[config.mk]
export PLATFORM = sky130hd
export DESIGN_NAME = whack_game_sequencer
export DESIGN_NICKNAME = d
export VERILOG_FILES = /design/src/rtl/whack_pkg.sv /design/src/rtl/whack_btn_edge.sv /design/src/rtl/whack_game_sequencer.sv
export SDC_FILE = /design/constraint.sdc
export NUM_CORES = 1
export LEC_CHECK = 0
export ABC_AREA = 0
export CAP_MARGIN = 20
export CELL_PAD_IN_SITES_DETAIL_PLACEMENT = 0
export CELL_PAD_IN_SITES_GLOBAL_PLACEMENT = 1
export CORE_MARGIN = 3
export CORE_UTILIZATION = 33
export CTS_CLUSTER_SIZE = 16
export DETAILED_ROUTE_END_ITERATION = 8
export PLACE_DENSITY_LB_ADDON = 0.1
export RECOVER_POWER = 25
export SYNTH_ARGS = -nofsm -noshare
export SYNTH_HDL_FRONTEND = slang
export SYNTH_SLANG_ARGS = --single-unit
[constraint.sdc]
create_clock -name clock_i -period 2.2 [get_ports clock_i]
set_input_delay 0.22 -clock clock_i [delete_from_list [all_inputs] [get_ports clock_i]]
set_output_delay 0.22 -clock clock_i [all_outputs]
set_load 0.1 [all_outputs]
[src/rtl/whack_pkg.sv]
// Shared encodings for the whack-a-mole game flow: FSM states, mode codes
// and button bit positions.
package whack_pkg;

   typedef enum logic [1:0] {
      ST_IDLE      = 2'b00,
      ST_COUNTDOWN = 2'b01,
      ST_PLAY      = 2'b10,
      ST_DONE      = 2'b11
   } state_t;

   typedef enum logic [1:0] {
      MODE_NONE   = 2'b00,
      MODE_EASY   = 2'b01,
      MODE_MEDIUM = 2'b10,
      MODE_HARD   = 2'b11
   } mode_t;

   localparam int BTN_EASY   = 0;
   localparam int BTN_MEDIUM = 1;
   localparam int BTN_HARD   = 2;
   localparam int BTN_START  = 3;

endpackage

[src/rtl/whack_btn_edge.sv]
// Registers the four button levels and produces a registered one-cycle
// strobe on each rising edge, so a held button acts exactly once.
module whack_btn_edge (
   input  logic       clock_i,
   input  logic       reset_i,
   input  logic [3:0] buttons_i,
   output logic [3:0] press_o
);

   logic [3:0] buttons_q;

   // NOTE: sequential state uses non-blocking assignments so every register
   // samples the pre-edge values regardless of statement order.
   always_ff @(posedge clock_i) begin
      if (reset_i) begin
         buttons_q <= '0;
         press_o   <= '0;
      end else begin
         buttons_q <= buttons_i;
         press_o   <= buttons_i & ~buttons_q;
      end
   end

endmodule

[src/rtl/whack_game_sequencer.sv]
// Game-flow FSM (IDLE/COUNTDOWN/PLAY/DONE) with timer, score and display select.
// Define WHACK_HIGH_SCORE_EN to keep a best-score register across games.
module whack_game_sequencer
   import whack_pkg::*;
#(
   parameter int unsigned COUNTDOWN_SEC = 3,
   parameter int unsigned GAME_SEC      = 30,
   parameter int unsigned SCORE_W       = 16
) (
   input  logic               clock_i,
   input  logic               reset_i,
   input  logic               tick_1hz_i,
   input  logic               tick_2hz_i,
   input  logic               tick_5hz_i,
   input  logic [3:0]         buttons_i,
   input  logic               whack_i,
   output logic [1:0]         mode_o,
   output logic [1:0]         state_o,
   output logic               mole_step_o,
   output logic               game_active_o,
   output logic               game_over_o,
   output logic [7:0]         time_left_o,
   output logic [SCORE_W-1:0] score_o,
   output logic [SCORE_W-1:0] high_score_o,
   output logic [15:0]        display_value_o
);

   localparam logic [3:0]         COUNT_INIT = 4'(COUNTDOWN_SEC);
   localparam logic [7:0]         TIME_INIT  = 8'(GAME_SEC);
   localparam logic [SCORE_W-1:0] SCORE_MAX  = '1;
   localparam logic [SCORE_W-1:0] SCORE_ONE  = 1;

   logic [3:0]         press;
   state_t             state_q, state_d;
   mode_t              mode_q, mode_d;
   logic [3:0]         count_q, count_d;
   logic [7:0]         time_q, time_d;
   logic [SCORE_W-1:0] score_q, score_d;
   logic [15:0]        display_q, display_d;
   logic               active_q, over_q;

   whack_btn_edge u_btn_edge (
      .clock_i   (clock_i),
      .reset_i   (reset_i),
      .buttons_i (buttons_i),
      .press_o   (press)
   );

   // NOTE: every variable gets a default before the case so no path leaves
   // one unassigned, which would otherwise infer a latch.
   always_comb begin
      state_d = state_q;
      mode_d  = mode_q;
      count_d = count_q;
      time_d  = time_q;
      score_d = score_q;
      unique case (state_q)
         ST_IDLE: begin
            // Start is judged against the mode held before this cycle's press.
            if (press[BTN_START] && mode_q != MODE_NONE) begin
               state_d = ST_COUNTDOWN;
               count_d = COUNT_INIT;
            end
            if (press[BTN_EASY])        mode_d = MODE_EASY;
            else if (press[BTN_MEDIUM]) mode_d = MODE_MEDIUM;
            else if (press[BTN_HARD])   mode_d = MODE_HARD;
         end
         ST_COUNTDOWN: begin
            if (tick_1hz_i) begin
               if (count_q > 4'd1) begin
                  count_d = count_q - 4'd1;
               end else begin
                  state_d = ST_PLAY;
                  count_d = '0;
                  time_d  = TIME_INIT;
                  score_d = '0;
               end
            end
         end
         ST_PLAY: begin
            if (whack_i && score_q != SCORE_MAX) score_d = score_q + SCORE_ONE;
            if (tick_1hz_i) begin
               if (time_q > 8'd1) begin
                  time_d = time_q - 8'd1;
               end else begin
                  time_d  = '0;
                  state_d = ST_DONE;
               end
            end
         end
         ST_DONE: begin
            if (press[BTN_START]) state_d = ST_IDLE;
         end
      endcase
   end

   always_comb begin
      display_d = '0;
      unique case (state_d)
         ST_IDLE:      display_d = 16'(mode_d);
         ST_COUNTDOWN: display_d = 16'(count_d);
         ST_PLAY:      display_d = 16'(time_d);
         ST_DONE:      display_d = 16'(score_d);
      endcase
   end

   always_ff @(posedge clock_i) begin
      if (reset_i) begin
         state_q   <= ST_IDLE;
         mode_q    <= MODE_NONE;
         count_q   <= '0;
         time_q    <= '0;
         score_q   <= '0;
         display_q <= '0;
         active_q  <= 1'b0;
         over_q    <= 1'b0;
      end else begin
         state_q   <= state_d;
         mode_q    <= mode_d;
         count_q   <= count_d;
         time_q    <= time_d;
         score_q   <= score_d;
         display_q <= display_d;
         active_q  <= (state_d == ST_PLAY);
         over_q    <= (state_d == ST_DONE);
      end
   end

   // Mole strobe follows the input tick in the same cycle, gated by state.
   always_comb begin
      mole_step_o = 1'b0;
      if (state_q == ST_PLAY) begin
         unique case (mode_q)
            MODE_EASY:   mole_step_o = tick_1hz_i;
            MODE_MEDIUM: mole_step_o = tick_2hz_i;
            MODE_HARD:   mole_step_o = tick_5hz_i;
            default:     mole_step_o = 1'b0;
         endcase
      end
   end

`ifdef WHACK_HIGH_SCORE_EN
   logic [SCORE_W-1:0] high_q;

   always_ff @(posedge clock_i) begin
      if (reset_i) begin
         high_q <= '0;
      end else if (state_q == ST_PLAY && state_d == ST_DONE && score_d > high_q) begin
         high_q <= score_d;
      end
   end

   assign high_score_o = high_q;
`else
   assign high_score_o = '0;
`endif

   assign mode_o          = mode_q;
   assign state_o         = state_q;
   assign game_active_o   = active_q;
   assign game_over_o     = over_q;
   assign time_left_o     = time_q;
   assign score_o         = score_q;
   assign display_value_o = display_q;

endmodule

==> summary.txt <==
Floorplanning
  • Row Count: 34
  • Die H: 102 um
  • Core Footprint: 0.00885 mm^2
  • Starting density of the core: 34.4%
  • Io pins: 73
  • Die width: 102 um
  • Die area: 0.0104 mm^2

Worst setup path
  • Crit Path Category: register to register
  • Worst-path fanout max: 7
  • Critical path required time: 2.49 ns
  • Worst EP arrival: 2.40 ns
  • Startpoint Class: register
  • Flop2flop setup slack: 0.09 ns
  • Crit end category: register

Placement
  • Port Buffers: 56
  • Post-Place Cells: 550
  • Post-DP HPWL: 6.83 mm
  • Worst slack, placed: -0.209 ns
  • Gpl congestion: 0.841

Timing
  • Rel. slew slack: 21.8%
  • Final Cycle Share: 95.9%
  • Pin slew with the least headroom to its limit: 1.18 ns
  • Final hold slack: 0.376 ns
  • Minimum clock period: 2.11 ns
  • Fin Clk Skew: 0.0131 ns
  • Final worst setup slack: 0.0902 ns
  • Setup-failing EPs final: 0
  • Max-slew violation count: 0
  • Fin. Hold Viols: 0
  • RSZ-0062 raised after global routing: true
  • Setup TNS Final: 0 ns
  • Max Clk Rate: 474 MHz

Run status
  • Status: completed

Detailed routing
  • Antenna-violating nets left: 0
  • Drt first-iter violations: 127
  • Vias post-DR: 2993
  • DRC errors left: 0
  • Routed WL: 9.00 mm
  • Pre-antenna DRT Iters: 4
  • Wirelength per Cell: 15.8 um
  • Via density per instance: 5.24

Power and ir drop
  • Max IR drop VDD: 0.366 mV
  • Pleak: 1.76 nW
  • Total power: 2.77 mW
  • Pwr dens: 658 mW/mm^2

GRT
  • GR Overflow Total: 0
  • Vias in the first global route: 2790
  • Gr usage total: 17.8%
  • Antenna violations before repair: 0
  • First-pass GRT wire length: 14.3 mm
  • Largest net degree at the start of global routing: 20

Logic synthesis
  • Seq/Total Area, Yosys: 38.1%
  • Number of warning messages in the yosys log: 0
  • Syn Inst Count: 362
  • Synth Area per Inst: 8.42 um^2
  • Ys async rst share: 0%
  • Yosys cell types: 61
  • Cell Area, Synth: 0.00305 mm^2
  • Post-synth EDFFs: 0
  • Most common flop cell mapped by yosys: dfxtp_1
  • Yosys reg bits: 58

Hold path
  • Worst min path class: input port to register

Final layout
  • Area grow syn2layout: 38.4%
  • Post-Layout Cell Count: 571
  • # diodes: 0
  • Fin nets: 477
  • Layout cell share with drive strength beyond 1: 32.2%

Flow run
  • Max Cap Violations: 0

Clocking
  • Clk Latency, worst-skew pair: 0.35 ns
  • CTS tree: built
  • CTS buffer count: 9
  • Root Buffer: clkbuf_8
  • Clk pin slew, worst setup/hold paths: 0.08 ns
  • CTS HTree Levels: 3
  • Cts hold-fix bufs: 0
  • CTS sink count: 58
  • CTS max path bufs: 2
## flip-flops by register name, summed over array words and instances, names as in the netlist
signal	cells
time_left_o	8
game_active_o	1
mode_o	2
state_o	2
count_q	4
game_over_o	1
display_value_o	16
score_o	16
u_btn_edge.buttons_q	4
u_btn_edge.press_o	4
## synth_stat cells (5+ instances only)
cell,n,area (um^2)
and3_1,6,37.5
nand3_1,6,30.0
a21oi_1,25,125
nor2b_1,11,68.8
o21ai_0,17,85.1
and4_1,5,43.8
a211oi_1,5,37.5
ha_1,9,113
nor2_1,40,150
nand2_1,23,86.3
inv_1,15,56.3
dfxtp_1,58,1160
a21o_1,6,45.0
a31oi_1,5,31.3
nor4_1,7,43.8
nor3_1,12,60.1
clkbuf_1,9,33.8
and2_1,12,75.1
o22ai_1,7,43.8
buf_4,17,128
## per-stage QoR
stage,area (um^2),util [%]
final,4220,47.7
after global placement,3920,44.3
after CTS,4170,47.1
after global routing,4220,47.7
after floorplan,3250,-
after detailed placement,3920,44.3
## report_power, final
group	internal [mW]	total, mW	switching (mW)
logic	0.137	0.477	0.340
registers	1.07	1.09	0.0201
clock network	0.716	1.21	0.495
total	1.92	2.77	0.855
## kinds of logic (layout without fill, tap and decap cells)
family          Yosys count  in the layout  synth area share, %
flops                    58             58                 38.1
fa+ha+maj                 9              9                 3.70
compound gates          104            104                 24.4
mux                       4              4                 1.40
buf+inv                  45            131                 8.01
simple gates            141            141                 24.2
other cells               1             16                0.123
## cells in the final DEF (no fill, tap or decap), drive strengths merged, types with 4 or more instances in the layout
cell           instances
o21a                   4
inv                   16
dfxtp                 58
clkbuf                27
a31oi                  5
buf                   74
and4                   5
nor2b                 11
nand3                  6
nor2                  40
nand3b                 4
a21oi                 26
o211ai                 4
and3                   6
ha                     9
conb                  16
a21o                   6
o22ai                  7
o211a                  4
nand2                 23
o21ai                 17
nor3                  12
a211oi                 5
and2                  12
clkdlybuf4s50          7
nor4                   8
## critical path, stage by stage, from the launching register on
cell       delay, ns
dfxtp_4         0.37
inv_4           0.08
ha_4            0.14
buf_4           0.16
buf_4           0.14
and2_1          0.23
o311ai_2        0.15
a2bb2oi_1       0.35
mux2i_1         0.12
nor3_1          0.18
a41o_1          0.13
## repair_timing
item / in CTS / in global routing
resized for setup: 0 / 18
endpoints found under the setup margin: 0 / 14
setup buffers: 0 / 5
## path summary, 6_finish.rpt
path,startpoint,to,cells after the start
worst min-delay path,tick_1hz_i,count_q[2],3
worst max register to register,state_o[0],display_value_o[0],10
worst min register to register,u_btn_edge.buttons_q[0],u_btn_edge.press_o[0],1
worst max-delay path,state_o[0],display_value_o[0],10
## final cells by class
class	instances	area, um^2
Clock buffer	10	149
Clock inverter	6	95.1
Fill cell	889	4630
Inverter	15	61.3
Multi-Input combinational cell	274	1840
Sequential cell	58	1210
Tap cell	108	135
Timing Repair Buffer	100	728
## layer usage
metal	routed length, um	global-route usage, %
met5	0	0
met4	92	5.45
met3	461	4.03
met2	4110	28.5
met1	4340	23.9
Note: power is estimated with default switching activity, not from simulation.
